===== src/rtl/peak_frame_scheduler_if.sv =====
// Peak-in, PISO and FIFO-write signals of the peak frame scheduler.
// The scheduler takes the slave side; the surrounding datapath or a bench takes the master side.
interface peak_frame_scheduler_if #(
    parameter int SLOTS = 16,
    parameter int DW    = 25,
    parameter int FW    = 9
);
    logic                  peak_valid;
    logic [DW-1:0]         peak_data;
    logic                  piso_load;
    logic [SLOTS*DW-1:0]   piso_data;
    logic                  piso_active;
    logic [FW-1:0]         piso_serial;
    logic                  fifo_full;
    logic                  fifo_winc;
    logic [FW-1:0]         fifo_wdata;

    modport master (
        output peak_valid, peak_data, piso_active, piso_serial, fifo_full,
        input  piso_load, piso_data, fifo_winc, fifo_wdata
    );

    modport slave (
        input  peak_valid, peak_data, piso_active, piso_serial, fifo_full,
        output piso_load, piso_data, fifo_winc, fifo_wdata
    );
endinterface


===== src/rtl/peak_frame_scheduler.sv =====
// Gathers SLOTS peak words into a frame buffer. Once the PISO is idle, it emits a sync
// header, loads the PISO and passes the serialized frequencies through to the FIFO.
module peak_frame_scheduler #(
    parameter int            SLOTS     = 16,
    parameter int            DW        = 25,
    parameter int            FW        = 9,
    parameter logic [FW-1:0] SYNC_WORD = 9'h1FF,
    parameter int            WATCHDOG  = 64,
    parameter int            CW        = 16
) (
    input  logic                  clk,
    input  logic                  reset,
    peak_frame_scheduler_if.slave bus,
    output logic [CW-1:0]         frames_sent,
    output logic [CW-1:0]         drop_count,
    output logic                  overflow,
    output logic                  wd_error
);
    localparam int IW  = $clog2(SLOTS);
    localparam int WDW = $clog2(WATCHDOG + 1);

    typedef enum logic [1:0] {IDLE, HEADER, LOAD, STREAM} state_t;

    state_t              state_q, state_d;
    logic [DW-1:0]       buf_q [SLOTS];
    logic [DW-1:0]       buf_d [SLOTS];
    logic [IW-1:0]       wr_idx_q, wr_idx_d;
    logic                buf_full_q, buf_full_d;
    logic [SLOTS*DW-1:0] piso_data_q, piso_data_d;
    logic                seen_q, seen_d;
    logic [WDW-1:0]      wd_cnt_q, wd_cnt_d;
    logic [CW-1:0]       frames_q, frames_d;
    logic [CW-1:0]       drop_q, drop_d;
    logic                overflow_q, overflow_d;
    logic                wd_error_q, wd_error_d;

    logic                cap_full;
    logic [IW-1:0]       cap_idx;
    logic [DW-1:0]       peak_word;

    // NOTE: sequential state uses non-blocking assignments only, so every flop samples
    // the pre-edge value of the others regardless of statement order.
    always_ff @(posedge clk) begin
        if (reset) begin
            state_q     <= IDLE;
            wr_idx_q    <= '0;
            buf_full_q  <= 1'b0;
            piso_data_q <= '0;
            seen_q      <= 1'b0;
            wd_cnt_q    <= '0;
            frames_q    <= '0;
            drop_q      <= '0;
            overflow_q  <= 1'b0;
            wd_error_q  <= 1'b0;
        end else begin
            state_q     <= state_d;
            wr_idx_q    <= wr_idx_d;
            buf_full_q  <= buf_full_d;
            piso_data_q <= piso_data_d;
            seen_q      <= seen_d;
            wd_cnt_q    <= wd_cnt_d;
            frames_q    <= frames_d;
            drop_q      <= drop_d;
            overflow_q  <= overflow_d;
            wd_error_q  <= wd_error_d;
        end
    end

    // NOTE: the frame buffer is deliberately left without reset. A slot is read only
    // after all SLOTS entries have been rewritten, so resetting it would add no value.
    always_ff @(posedge clk) begin
        buf_q <= buf_d;
    end

    // Capture path. The LOAD cycle already presents an empty buffer to the incoming peak.
    always_comb begin
        // NOTE: every signal gets a default before any branch, so no path can infer a latch.
        buf_d      = buf_q;
        wr_idx_d   = wr_idx_q;
        buf_full_d = buf_full_q;
        drop_d     = drop_q;
        cap_full   = buf_full_q;
        cap_idx    = wr_idx_q;
        if (state_q == LOAD) begin
            cap_full   = 1'b0;
            cap_idx    = '0;
            buf_full_d = 1'b0;
            wr_idx_d   = '0;
        end
        peak_word = bus.peak_data;
        if (peak_word[DW-1 -: FW] == SYNC_WORD) peak_word[DW-1 -: FW] = SYNC_WORD - 1'b1;
        if (bus.peak_valid) begin
            if (!cap_full) begin
                buf_d[cap_idx] = peak_word;
                wr_idx_d       = cap_idx + 1'b1;
                if (cap_idx == IW'(SLOTS - 1)) begin
                    buf_full_d = 1'b1;
                    wr_idx_d   = '0;
                end
            end else if (drop_q != '1) begin
                drop_d = drop_q + 1'b1;
            end
        end
    end

    // Next-state logic and frame bookkeeping.
    always_comb begin
        state_d     = state_q;
        piso_data_d = piso_data_q;
        seen_d      = seen_q;
        wd_cnt_d    = wd_cnt_q;
        frames_d    = frames_q;
        overflow_d  = overflow_q;
        wd_error_d  = wd_error_q;
        case (state_q)
            IDLE: begin
                if (buf_full_q && !bus.piso_active) state_d = HEADER;
            end
            HEADER: begin
                for (int i = 0; i < SLOTS; i++) piso_data_d[i*DW +: DW] = buf_q[i];
                if (bus.fifo_full) overflow_d = 1'b1;
                state_d = LOAD;
            end
            LOAD: begin
                seen_d   = 1'b0;
                wd_cnt_d = '0;
                state_d  = STREAM;
            end
            STREAM: begin
                if (!seen_q) wd_cnt_d = wd_cnt_q + 1'b1;
                if (bus.piso_active) begin
                    seen_d = 1'b1;
                    if (bus.fifo_full) overflow_d = 1'b1;
                end else if (seen_q) begin
                    frames_d = frames_q + 1'b1;
                    state_d  = IDLE;
                end else if (wd_cnt_q == WDW'(WATCHDOG - 1)) begin
                    wd_error_d = 1'b1;
                    state_d    = IDLE;
                end
            end
            default: state_d = IDLE;
        endcase
    end

    // The FIFO port is driven combinationally, so a serial word reaches the FIFO in its own cycle.
    always_comb begin
        bus.piso_load  = (state_q == LOAD);
        bus.fifo_winc  = 1'b0;
        bus.fifo_wdata = '0;
        if (state_q == HEADER && !bus.fifo_full) begin
            bus.fifo_winc  = 1'b1;
            bus.fifo_wdata = SYNC_WORD;
        end else if (state_q == STREAM && bus.piso_active && !bus.fifo_full) begin
            bus.fifo_winc  = 1'b1;
            bus.fifo_wdata = bus.piso_serial;
        end
    end

    assign bus.piso_data = piso_data_q;
    assign frames_sent   = frames_q;
    assign drop_count    = drop_q;
    assign overflow      = overflow_q;
    assign wd_error      = wd_error_q;
endmodule


===== src/flat_wrapper.sv =====
// flat-port wrapper written by rule: the top's interface ports become plain ports
module peak_frame_scheduler_flat 
#(
    parameter int            SLOTS     = 16,
    parameter int            DW        = 25,
    parameter int            FW        = 9,
    parameter logic [FW-1:0] SYNC_WORD = 9'h1FF,
    parameter int            WATCHDOG  = 64,
    parameter int            CW        = 16
)
  (clk, reset, frames_sent, drop_count, overflow, wd_error, bus_peak_valid, bus_peak_data, bus_piso_active, bus_piso_serial, bus_fifo_full, bus_piso_load, bus_piso_data, bus_fifo_winc, bus_fifo_wdata);
  peak_frame_scheduler_if #(.SLOTS(SLOTS), .DW(DW), .FW(FW)) bus_i ();
  input  logic clk;
  input  logic reset;
  output logic [CW-1:0] frames_sent;
  output logic [CW-1:0] drop_count;
  output logic overflow;
  output logic wd_error;
  input wire logic [$bits(bus_i.peak_valid)-1:0] bus_peak_valid;
  input wire logic [$bits(bus_i.peak_data)-1:0] bus_peak_data;
  input wire logic [$bits(bus_i.piso_active)-1:0] bus_piso_active;
  input wire logic [$bits(bus_i.piso_serial)-1:0] bus_piso_serial;
  input wire logic [$bits(bus_i.fifo_full)-1:0] bus_fifo_full;
  output wire logic [$bits(bus_i.piso_load)-1:0] bus_piso_load;
  output wire logic [$bits(bus_i.piso_data)-1:0] bus_piso_data;
  output wire logic [$bits(bus_i.fifo_winc)-1:0] bus_fifo_winc;
  output wire logic [$bits(bus_i.fifo_wdata)-1:0] bus_fifo_wdata;
  assign bus_i.peak_valid = bus_peak_valid;
  assign bus_i.peak_data = bus_peak_data;
  assign bus_i.piso_active = bus_piso_active;
  assign bus_i.piso_serial = bus_piso_serial;
  assign bus_i.fifo_full = bus_fifo_full;
  assign bus_piso_load = bus_i.piso_load;
  assign bus_piso_data = bus_i.piso_data;
  assign bus_fifo_winc = bus_i.fifo_winc;
  assign bus_fifo_wdata = bus_i.fifo_wdata;
  peak_frame_scheduler #(.SLOTS(SLOTS), .DW(DW), .FW(FW), .SYNC_WORD(SYNC_WORD), .WATCHDOG(WATCHDOG), .CW(CW)) u_core (.clk(clk), .reset(reset), .bus(bus_i), .frames_sent(frames_sent), .drop_count(drop_count), .overflow(overflow), .wd_error(wd_error));
endmodule

===== config.mk =====
export PLATFORM = sky130hd
export DESIGN_NAME = peak_frame_scheduler_flat
export DESIGN_NICKNAME = d
export VERILOG_FILES = /design/src/rtl/peak_frame_scheduler_if.sv /design/src/rtl/peak_frame_scheduler.sv /design/src/flat_wrapper.sv
export SDC_FILE = /design/constraint.sdc
export NUM_CORES = 1
export LEC_CHECK = 0
export CAP_MARGIN = 20
export CELL_PAD_IN_SITES_DETAIL_PLACEMENT = 0
export CELL_PAD_IN_SITES_GLOBAL_PLACEMENT = 1
export CORE_MARGIN = 10
export CORE_UTILIZATION = 43
export DETAILED_ROUTE_END_ITERATION = 10
export HOLD_SLACK_MARGIN = 0.1
export PLACE_DENSITY_LB_ADDON = 0.1
export SLEW_MARGIN = 10
export SYNTH_ARGS = -nofsm -noshare
export SYNTH_HDL_FRONTEND = slang
export SYNTH_SLANG_ARGS = --single-unit

===== constraint.sdc =====
create_clock -name clk -period 4.7 [get_ports clk]
set_clock_uncertainty 0.15 [all_clocks]
set_input_delay 1.175 -clock clk [delete_from_list [all_inputs] [get_ports clk]]
set_output_delay 1.175 -clock clk [all_outputs]
set_load 0.03 [all_outputs]

==> summary.md, run 1 <==
| Metric | Value |
|---|---|
| Outcome | `completed` |
| DRC Markers | `0` |
| Fraction of layout cells with a size suffix above 1 | `8.423%` |
| Post-synthesis cell count | `2,034` |
| Setup CP Type | `in -> out` |
| Post-synthesis adder-cell area fraction | `0.3928%` |
| GP Congestion | `0.7951` |
| Worst IR Drop VDD | `0.3902 mV` |
| Post-Syn Area | `28,670 um^2` |
| Total grt overflow | `0` |
| RSZ-0062 raised after global routing | `false` |
| Final Cycle Share | `83.97%` |
| Post-route setup slack | `0.7535 ns` |
| Clk Tree Root Cell | `clkbuf_16` |
| Endpoints failing hold | `0` |
| Fin. max-slew vios | `0` |
| I/O Buffers | `483` |
| Total Routing Usage GR | `21.85%` |
| Hold worst-path end | `u_core.bus.piso_data[71]$_SDFFE_PP0P_` |
| CP arrival | `2.62 ns` |
| CTS tree | `done` |
| R2R setup slack | `1.48 ns` |
| CP max stage cell | `clkdlybuf4s50_1` |
| Reg2reg start | `u_core.state_q[1]$_SDFFE_PP0P_` |
| Vias | `17,681` |
| Fin cells | `3,478` |
| WL per Instance | `24.91 um` |
| Resize count post-CTS | `0` |
| Worst-path cell chain | `clkdlybuf4s50_1 -> nand2_1 -> a21oi_1 -> buf_4 -> o21a_1 -> buf_12` |
| Final min period | `3.947 ns` |
| Max cap viols | `0` |
| Clock latency on the worst-skew pair | `0.61 ns` |
| Synthesis Warnings | `0` |
| Hold_buf cts | `0` |
| Final WL | `86.62 mm` |
| Final Setup Violations | `0` |
| Post-synth EDFFs | `400` |
| Worst-path maximum fanout | `10` |
| Largest net degree at the start of global routing | `150` |
| Post-DRT Antenna Nets | `0` |
| Share of synthesized registers carrying an async set or reset | `0%` |
| Top_reg_cell synth | `dfxtp_1` |
| Post-layout net count | `2,588` |
| Multiplexer area fraction after synthesis | `14.19%` |
| Starting Density | `43.45%` |
| Setup TNS | `0 ns` |
| Hold path depth | `2` |
| CP peak stage delay | `0.62 ns` |
| Initial antenna violation count | `10` |
| Flops & latches, synth | `849` |
| DP Worst Slack | `0.7515 ns` |
| Drt pass-1 iters | `5` |
| Full die area | `77,410 um^2` |
| Synth cell types | `49` |
| Crit path required time | `3.38 ns` |
| Number of global-route vias before repair | `17,716` |
| HP Start | `u_core.buf_q[346]$_DFFE_PP_` |
| Vias per inst | `5.084` |
| Clock-pin slew on the worst setup and hold paths | `0.06 ns` |
| Post-CTS setup buffers | `0` |
| Syn Area/Cell | `14.10 um^2` |
| Critical Path Sink Type | `primary output` |
| DP Wirelength | `54.38 mm` |
| Register area share after synthesis | `73.24%` |
| Num rows | `94` |
| Worst slew pin tran | `1.313 ns` |
| H-tree levels | `3` |
| # IOs | `484` |
| Layout Utilization | `56.67%` |
| FF-to-FF path depth | `6` |
| DRT iter0 DRCs | `1,600` |
| Worst slew margin | `12.45%` |
| XOR/XNOR share of the synthesized area | `0.4582%` |
| Number of buffers created by CTS | `85` |
| Layout area overhead | `30.42%` |
| Synth Net Count | `2,082` |
| Die Wd | `278.2 um` |
| CTS max path bufs | `3` |
| Largest family of logic cells by synthesized area | `multiplexers` |
| Synth Area in Compound Gates | `1.510%` |
| Core Box Area | `65,980 um^2` |
| Clk sinks | `849` |
| Leakage power | `12.39 nW` |
| R2R Path End | `u_core.bus.piso_data[29]$_SDFFE_PP0P_` |
| Wire length of the first global-routing pass | `125.0 mm` |
| Die Height | `278.2 um` |
| # placed instances | `3,317` |
| FMAX | `0.2534 GHz` |
| Worst setup SP type | `primary input` |
| Worst min path class | `reg -> reg` |
| Pwr dens | `572.3 nW/um^2` |
| Simple-gate share of the synthesized area | `8.374%` |
[routing by layer]
layer	GRT usage, %	routed length [um]
met3	5.272	5975
met5	0	0
met2	38.17	43870
met1	26.79	35290
met4	5.449	1488
[cells in the mapped netlist (all sizes together) (2+ instances only)]
library cell	count	share of area, %
or3	12	0.26
nand2b	3	0.065
mux2i	402	14
or4	4	0.12
nor2	445	5.8
o21a	12	0.31
o21ai	15	0.26
buf	54	0.93
nand2	21	0.27
nand4	16	0.35
mux2	4	0.16
xnor2	6	0.18
nor2b	7	0.15
and3	6	0.13
a41o	2	0.070
a21oi	26	0.45
nand4b	4	0.17
xor2	9	0.27
nand3	17	0.30
a31oi	3	0.065
a211oi	2	0.052
nor3	5	0.087
or2	2	0.044
dfxtp	449	31
edfxtp	400	42
a41oi	2	0.061
o211ai	2	0.052
and4	3	0.092
nand3b	3	0.079
inv	12	0.16
nor4	8	0.25
clkbuf	57	0.75
nor3b	3	0.079
ha	9	0.39
[state kept, by name, indices dropped and copies added (netlist names)]
name,count
u_core.buf_q,400
u_core.bus.piso_data,400
u_core.drop_count,16
u_core.frames_sent,16
u_core.wd_cnt_q,7
u_core.wr_idx_q,4
u_core.state_q,2
u_core.buf_full_q,1
u_core.overflow,1
u_core.seen_q,1
u_core.wd_error,1
[worst max-delay path by stage]
stage	startpoint	endpoint	slack (ns)	cells after the start
final	bus_piso_active	bus_fifo_wdata[4]	0.75	6
after global routing	bus_piso_active	bus_fifo_wdata[4]	0.66	6
after CTS	bus_piso_active	bus_fifo_wdata[6]	0.76	6
after detailed placement	bus_piso_active	bus_fifo_wdata[6]	0.75	6
after global placement	bus_piso_active	bus_fifo_wdata[5]	0.76	6
after floorplan	bus_peak_valid	u_core.buf_q[175]$_DFFE_PP_	0.40	4
[cells in the final DEF, fill, tap and decap left out, drive strengths merged, types with 3 or more instances in the layout]
cell and n:
or3 12, o21ai 15, buf 69, dfxtp 449
nand3b 3, nand4 16, and3 6, a21oi 26
mux2 4, nor3b 3, and4 3, nor2b 7
xnor2 6, nand2b 3, o21a 12, or4 4
xor2 9, clkinv 16, bufinv 7, mux2i 402
ha 9, nor2 445, nor4 8, nor3 5
edfxtp 400, clkdlybuf4s50 461, nand4b 4, clkbuf 131
inv 15, nand3 17, a31oi 3, nand2 21
[metrics by stage]
stage / hold WS (ns) / instance area (um^2) / total power, W
final: 0.3212 / 37390 / 0.02140
after global routing: 0.3473 / 37390 / 0.02226
after CTS: 0.3298 / 37390 / 0.02162
after detailed placement: 0.3140 / 34560 / 0.01480
after global placement: 0.3101 / 34560 / 0.01474
after floorplan: 0.3063 / 28670 / 0.01248
[report_power, final]
group	total [W]	switching, W	leakage (nW)	internal, W
Sequential	0.00907	0.000589	7.24	0.00849
Combinational	0.00552	0.00322	3.78	0.00231
Clock	0.00680	0.00276	1.38	0.00405
[cell families after synthesis]
logic type	after synthesis
simple gates	562
fa+ha+maj	9
buf+inv	123
xor+xnor	15
compound gates	70
mux	406
flops	849
[critical path: cells and delay by family]
kind                   cells  cell delay [ns]
AOI/OAI and AO/OA          2             0.38
and+or+nand+nor            1             0.13
buffers and inverters      3             0.95
[layout make-up]
type,count,area [um^2]
tap,864,1081
sequential,849,21000
clock inverter,28,335.3
timing repair buffer,530,5225
antenna,2,5.005
clock buffer,131,2494
fill,5376,28590
multi-input combinational,1062,7207
inverter,12,45.04
Power figures use the tool's default switching activity.
==> run 2: changes to the inputs <==
--- a/config.mk
+++ b/config.mk
@@ -9,7 +9,7 @@
 export CELL_PAD_IN_SITES_DETAIL_PLACEMENT = 0
 export CELL_PAD_IN_SITES_GLOBAL_PLACEMENT = 1
 export CORE_MARGIN = 10
-export CORE_UTILIZATION = 43
+export CORE_UTILIZATION = 39
 export DETAILED_ROUTE_END_ITERATION = 10
 export HOLD_SLACK_MARGIN = 0.1
 export PLACE_DENSITY_LB_ADDON = 0.1
==> constraint.sdc (replaced) <==
create_clock -name clk -period 3.6 [get_ports clk]
set_clock_uncertainty 0.15 [all_clocks]
set_input_delay 0.9 -clock clk [delete_from_list [all_inputs] [get_ports clk]]
set_output_delay 0.9 -clock clk [all_outputs]
set_load 0.03 [all_outputs]
==> run 2 against run 1 <==
  * Sequential share of layout area fell by 0.42 points
  * Core utilization shrank 5.0 points
  * Via count hardly changed
  * Worst hold slack got worse by 0.011 ns
  * First-iteration DRC count fell by 20%
  * Register-to-register slack worse by 0.76 ns
  * Total power increased by 31%
  * Sequential cell count did not move
==> summary.md, run 2 (synthesis gave the netlist of run 1 again) <==
| Metric | Value |
|---|---|
| DRT iter0 DRCs | `1,274 (-20%)` |
| Worst-path maximum fanout | `9 (-1)` |
| Die Wd | `291.1 um (+4.6%)` |
| Drt pass-1 iters | `5 (unchanged)` |
| Layout area overhead | `31.39%` |
| DP Wirelength | `55.62 mm (+2.3%)` |
| Final min period | `3.340 ns` |
| Number of global-route vias before repair | `17,763 (+0.27%)` |
| Worst IR Drop VDD | `0.5019 mV (+29%)` |
| CTS max path bufs | `3 (unchanged)` |
| # IOs | `484 (unchanged)` |
| Worst setup SP type | `register` |
| Die Height | `291.1 um (+4.6%)` |
| Delay-heaviest family, CP | `buffers and inverters` |
| Max cap viols | `0 (unchanged)` |
| Final WL | `87.91 mm (+1.5%)` |
| Starting Density | `39.30% (-4.2 points)` |
| CP arrival | `2.29 ns (-0.33 ns)` |
| Commonest non-fill, non-tap cell in the layout | `clkdlybuf4s50_1` |
| CP max stage cell | `clkdlybuf4s50_1` |
| H-tree levels | `3 (unchanged)` |
| Post-route setup slack | `0.2600 ns (-0.4935 ns)` |
| WL per Instance | `24.53 um (-1.5%)` |
| CTS tree | `done` |
| Largest net degree at the start of global routing | `125 (-17%)` |
| Fin. max-slew vios | `0 (unchanged)` |
| Number of buffers created by CTS | `89 (+4.7%)` |
| Critical Path Sink Type | `primary output` |
| Setup CP Type | `reg -> out` |
| Most frequent cells in the layout | `clkdlybuf4s50_1 (455), dfxtp_1 (449), nor2_1 (432)` |
| Worst min path class | `reg -> reg` |
| Vias per inst | `4.934 (-2.9%)` |
| Full die area | `84,760 um^2 (+9.5%)` |
| DP Worst Slack | `0.2560 ns (-0.4955 ns)` |
| Crit path required time | `2.55 ns (-0.83 ns)` |
| Clk Tree Root Cell | `clkbuf_16` |
| Worst slew margin | `30.02% (+18 points)` |
| Total grt overflow | `0 (unchanged)` |
| Resize count post-CTS | `0 (unchanged)` |
| Clock-pin slew on the worst setup and hold paths | `0.06 ns (about the same)` |
| I/O Buffers | `483 (unchanged)` |
| Worst slew pin tran | `1.050 ns (-0.2634 ns)` |
| Pwr dens | `742.2 nW/um^2 (+30%)` |
| Final Setup Violations | `0 (unchanged)` |
| DRC Markers | `0 (unchanged)` |
| Core Box Area | `72,960 um^2 (+11%)` |
| Wire length of the first global-routing pass | `126.6 mm (+1.3%)` |
| Num rows | `99 (+5.3%)` |
| Layout Utilization | `51.64% (-5.0 points)` |
| FMAX | `0.2994 GHz` |
| Fin area | `37,670 um^2 (+0.75%)` |
| Fin cells | `3,584 (+3.0%)` |
| Vias | `17,685 (+0.023%)` |
| Outcome | `completed` |
| Total Routing Usage GR | `20.04% (-1.8 points)` |
| Fraction of layout cells with a size suffix above 1 | `9.261% (+0.84 points)` |
| Clk sinks | `849 (unchanged)` |
| WP buf/inv | `2 (-1)` |
| Leakage power | `12.48 nW (+0.70%)` |
| Post-layout net count | `2,600 (+0.46%)` |
| Post-CTS setup buffers | `0 (unchanged)` |
| Endpoints failing hold | `0 (unchanged)` |
| Final Cycle Share | `92.78%` |
| Worst-path cell chain | `inv_1 -> ha_1 -> clkdlybuf4s50_1` |
| GP Congestion | `0.7863 (-1.1%)` |
| Post-DRT Antenna Nets | `0 (unchanged)` |
| # placed instances | `3,420 (+3.1%)` |
| CP peak stage delay | `0.81 ns (+0.19 ns)` |
| Clock latency on the worst-skew pair | `0.62 ns (about the same)` |
| DP Area | `34,830 um^2 (+0.79%)` |
| Initial antenna violation count | `14 (+4)` |
| Hold_buf cts | `0 (unchanged)` |
| RSZ-0062 raised after global routing | `false` |
| Filler cells | `6,137 (+14%)` |
run 2: cell types whose count changed in the layout (fill, tap and decap cells not counted), moves of 4 or more:
cell | before | now
clkinv_1 | 6 | 2
clkdlybuf4s50_1 | 461 | 455
clkinv_2 | 9 | 17
buf_2 | 11 | 16
bufinv_16 | 7 | 3
buf_12 | 9 | 18
clkbuf_16 | 88 | 92
run 2: per-layer routing:
metal  up-vias  track usage [%]  routed length [um]
li1       8216                -                   -
met2       587            33.22               42660
met4         0            5.231                1688
met3        94            5.262                6601
met5         -                0                   0
met1      8788            25.63               36960
run 2: worst reg2reg max path: cells and delay by family (launching register included):
family,cells,cell delay [ns]
fa+ha+maj,1,0.35
simple gates,3,0.70
buf+inv,4,0.90
flops,1,0.42
run 2: path summary, 6_finish.rpt:
check                                                     from                           end  slack (ns)  depth (start not counted)
worst max-delay path            u_core.state_q[0]$_SDFFE_PP0P_                 bus_piso_load        0.26                          3
worst min-delay path              u_core.wd_error$_SDFFE_PP0P_  u_core.wd_error$_SDFFE_PP0P_        0.31                          1
worst max register to register  u_core.state_q[0]$_SDFFE_PP0P_   u_core.buf_q[191]$_DFFE_PP_        0.72                          8
worst min register to register    u_core.wd_error$_SDFFE_PP0P_  u_core.wd_error$_SDFFE_PP0P_        0.31                          1
run 2: layout make-up:
cell class              count  area, um^2  share of cell area, %
diodes                      1       2.502               0.006643
clock inverters            30       262.8                 0.6975
repair buffers            538        5368                  14.25
multi-input cells        1062        7218                  19.16
flip-flops and latches    849       21000                  55.74
inverters                  12       45.04                 0.1196
clock buffers             133        2576                  6.838
well taps                 959        1200                  3.185
run 2: stage by stage:
step                      setup TNS, ns  power (W)  hold WS [ns]
after floorplan                  -20.66    0.01629        0.3063
after global placement                0    0.01927        0.3039
after detailed placement              0    0.01934        0.3039
after CTS                             0    0.02828        0.3169
after global routing                  0    0.02914        0.3338
final                                 0    0.02796        0.3104
run 2: where the power goes:
part	total [W]	switching, W	internal [W]
clock network	0.00889	0.00372	0.00518
logic	0.00725	0.00424	0.00301
registers	0.0118	0.000733	0.0111
==> run 3: changes to the inputs <==
--- a/config.mk
+++ b/config.mk
@@ -11,8 +11,9 @@
 export CORE_MARGIN = 10
 export CORE_UTILIZATION = 39
 export DETAILED_ROUTE_END_ITERATION = 10
+export GPL_TIMING_DRIVEN = 0
 export HOLD_SLACK_MARGIN = 0.1
-export PLACE_DENSITY_LB_ADDON = 0.1
+export PLACE_DENSITY = 0.86
 export SLEW_MARGIN = 10
 export SYNTH_ARGS = -nofsm -noshare
 export SYNTH_HDL_FRONTEND = slang
==> run 3 against run 2 <==
  * First-iteration DRC count shrank 2.1%
  * Largest power group unchanged
  * Clock-buffer cell count down 16
  * Die area did not move
  * Critical endpoint is now bus_fifo_wdata[6]
  * Via count increased by 3.8%
==> summary.md, run 3 (synthesis gave the netlist of run 1 again) <==
| Metric | Value |
|---|---|
| Outcome | `completed` |
| Starting Density | `39.30% (unchanged)` |
| Leakage power | `12.61 nW (+1.0%)` |
| RSZ-0062 raised after global routing | `true` |
| Wire length of the first global-routing pass | `128.6 mm (+1.6%)` |
| Worst-path maximum fanout | `10 (+1)` |
| Setup TNS | `0 ns (unchanged)` |
| Clk sinks | `849 (unchanged)` |
| Total Routing Usage GR | `20.45% (+0.41 points)` |
| Crit path required time | `2.55 ns (about the same)` |
| Initial antenna violation count | `8 (-6)` |
| Final Cycle Share | `97.87% (+5.1 points)` |
| Hold_buf cts | `0 (unchanged)` |
| Critical Path Sink Type | `primary output` |
| Final min period | `3.523 ns (+0.1832 ns)` |
| Hold path depth | `2 (+1)` |
| Vias | `18,355 (+3.8%)` |
| CTS max path bufs | `3 (unchanged)` |
| CTS tree | `done` |
| H-tree levels | `3 (unchanged)` |
| WL per Instance | `24.60 um (+0.30%)` |
| Fraction of layout cells with a size suffix above 1 | `9.561% (+0.30 points)` |
| Final WL | `89.75 mm (+2.1%)` |
| Final Setup Violations | `0 (unchanged)` |
| DRC Markers | `0 (unchanged)` |
| Commonest non-fill, non-tap cell in the layout | `clkdlybuf4s50_1` |
| Clock-pin slew on the worst setup and hold paths | `0.06 ns (about the same)` |
| DRT iter0 DRCs | `1,247 (-2.1%)` |
| Endpoints failing hold | `0 (unchanged)` |
| Full die area | `84,760 um^2 (unchanged)` |
| Worst setup SP type | `register` |
| Post-route setup slack | `0.07674 ns (-0.1832 ns)` |
| Vias per inst | `5.032 (+2.0%)` |
| Core Box Area | `72,960 um^2 (unchanged)` |
| FF-to-FF path depth | `10 (+2)` |
| # IOs | `484 (unchanged)` |
| Die Height | `291.1 um (unchanged)` |
| Post-layout net count | `2,664 (+2.5%)` |
| DP Worst Slack | `-0.8490 ns (-1.105 ns)` |
| Drt pass-1 iters | `5 (unchanged)` |
| Number of global-route vias before repair | `18,864 (+6.2%)` |
| Worst slew margin | `34.28% (+4.3 points)` |
| CP peak stage delay | `0.33 ns (-0.48 ns)` |
| Post-DRT Antenna Nets | `0 (unchanged)` |
| Worst-path cell chain | `inv_1 -> ha_2 -> buf_6 -> inv_1 -> a21oi_4 -> buf_12 -> o21a_1 -> clkdlybuf4s15_2` |
| Total grt overflow | `0 (unchanged)` |
| Layout area overhead | `32.18%` |
| Setup CP Type | `reg -> out` |
| Die Wd | `291.1 um (unchanged)` |
| Worst slew pin tran | `0.9858 ns (-0.06396 ns)` |
| Max cap viols | `0 (unchanged)` |
| Number of buffers created by CTS | `86 (-3.4%)` |
| FMAX | `0.2838 GHz (-5.2%)` |
| CP max stage cell | `dfxtp_1` |
| GP Congestion | `0.8553 (+8.8%)` |
| Worst IR Drop VDD | `0.4556 mV (-9.2%)` |
| I/O Buffers | `482 (-0.21%)` |
| Clk Tree Root Cell | `clkbuf_16` |
| Most frequent cells in the layout | `clkdlybuf4s50_1 (455), dfxtp_1 (449), nor2_1 (432)` |
| Clock latency on the worst-skew pair | `0.63 ns (about the same)` |
| DP Wirelength | `61.41 mm (+10%)` |
| Largest net degree at the start of global routing | `26 (-79%)` |
| Worst min path class | `reg -> reg` |
| Cell repeated most along the worst path | `inv_1` |
| Pwr dens | `744.5 nW/um^2 (+0.30%)` |
| Num rows | `99 (unchanged)` |
| Fin. max-slew vios | `0 (unchanged)` |
| CP arrival | `2.47 ns (+0.18 ns)` |
run 3: changes by cell type in the layout (fill, tap and decap cells not counted), sizes merged:
cell | previous run | this run
clkdlybuf4s15 | 0 | 10
clkinv | 21 | 28
bufinv | 3 | 6
buf | 82 | 83
clkbuf | 134 | 173
inv | 15 | 18
dlymetal6s2s | 0 | 1
run 3: timing repair:
item                                    4_1_cts  5_1_grt
buffers inserted                              1        0
cloned                                        0        0
gates resized for setup                      36        2
pin swaps                                     1        0
endpoints found under the setup margin       10       38
run 3: layer usage:
metal	global-route usage [%]	routed length [um]	part of all wire [%]
met3	5.618	7459	8.3
met2	34.15	43550	49
met1	25.02	35810	40
met5	0	0	0
met4	7.369	2934	3.3
run 3: worst paths after layout:
check,startpoint,to,slack [ns]
hold reg to reg,u_core.buf_q[255]$_DFFE_PP_,u_core.bus.piso_data[130]$_SDFFE_PP0P_,0.33
setup reg to reg,u_core.state_q[0]$_SDFFE_PP0P_,u_core.buf_q[191]$_DFFE_PP_,0.34
setup / recovery,u_core.state_q[1]$_SDFFE_PP0P_,bus_fifo_wdata[6],0.08
hold / removal,u_core.buf_q[255]$_DFFE_PP_,u_core.bus.piso_data[130]$_SDFFE_PP0P_,0.33
run 3: critical path: cells and delay by family, from the launching register on:
kind	cells	cell delay, ns
buffers and inverters	5	0.87
adder cells (fa/ha/maj)	1	0.32
AO/OA/AOI/OAI	2	0.29
flip-flops	1	0.33
run 3: final cells by class:
| type | count | area, um^2 |
|---|---|---|
| buffer | 110 | 495.5 |
| antenna | 1 | 2.502 |
| inverter | 12 | 45.04 |
| multi-input combinational | 1062 | 7286 |
| clock inverter | 43 | 457.9 |
| sequential | 849 | 21000 |
| fill | 5937 | 35060 |
| tap | 959 | 1200 |
| clock buffer | 117 | 2424 |
| timing repair buffer | 495 | 4989 |
run 3: power breakdown:
part,switching [W],internal (W),leakage [nW]
combinational,0.00447,0.00301,3.96
sequential,0.000651,0.0111,7.24
clock,0.00380,0.00521,1.41
total,0.00891,0.0193,12.6
run 3: stage by stage:
| stage | hold slack, ns | std cells | power, W | util, % | cell area, um^2 |
|---|---|---|---|---|---|
| after floorplan | 0.3063 | 2034 | 0.01629 | - | 28680 |
| after global placement | 0.3038 | 3475 | 0.01921 | 47.56 | 34700 |
| after detailed placement | 0.3088 | 3487 | 0.01943 | 47.91 | 34960 |
| after CTS | 0.3212 | 3647 | 0.02841 | 51.93 | 37890 |
| after global routing | 0.3419 | 3647 | 0.02926 | 51.94 | 37900 |
| final | 0.3302 | 3648 | 0.02821 | 51.95 | 37900 |
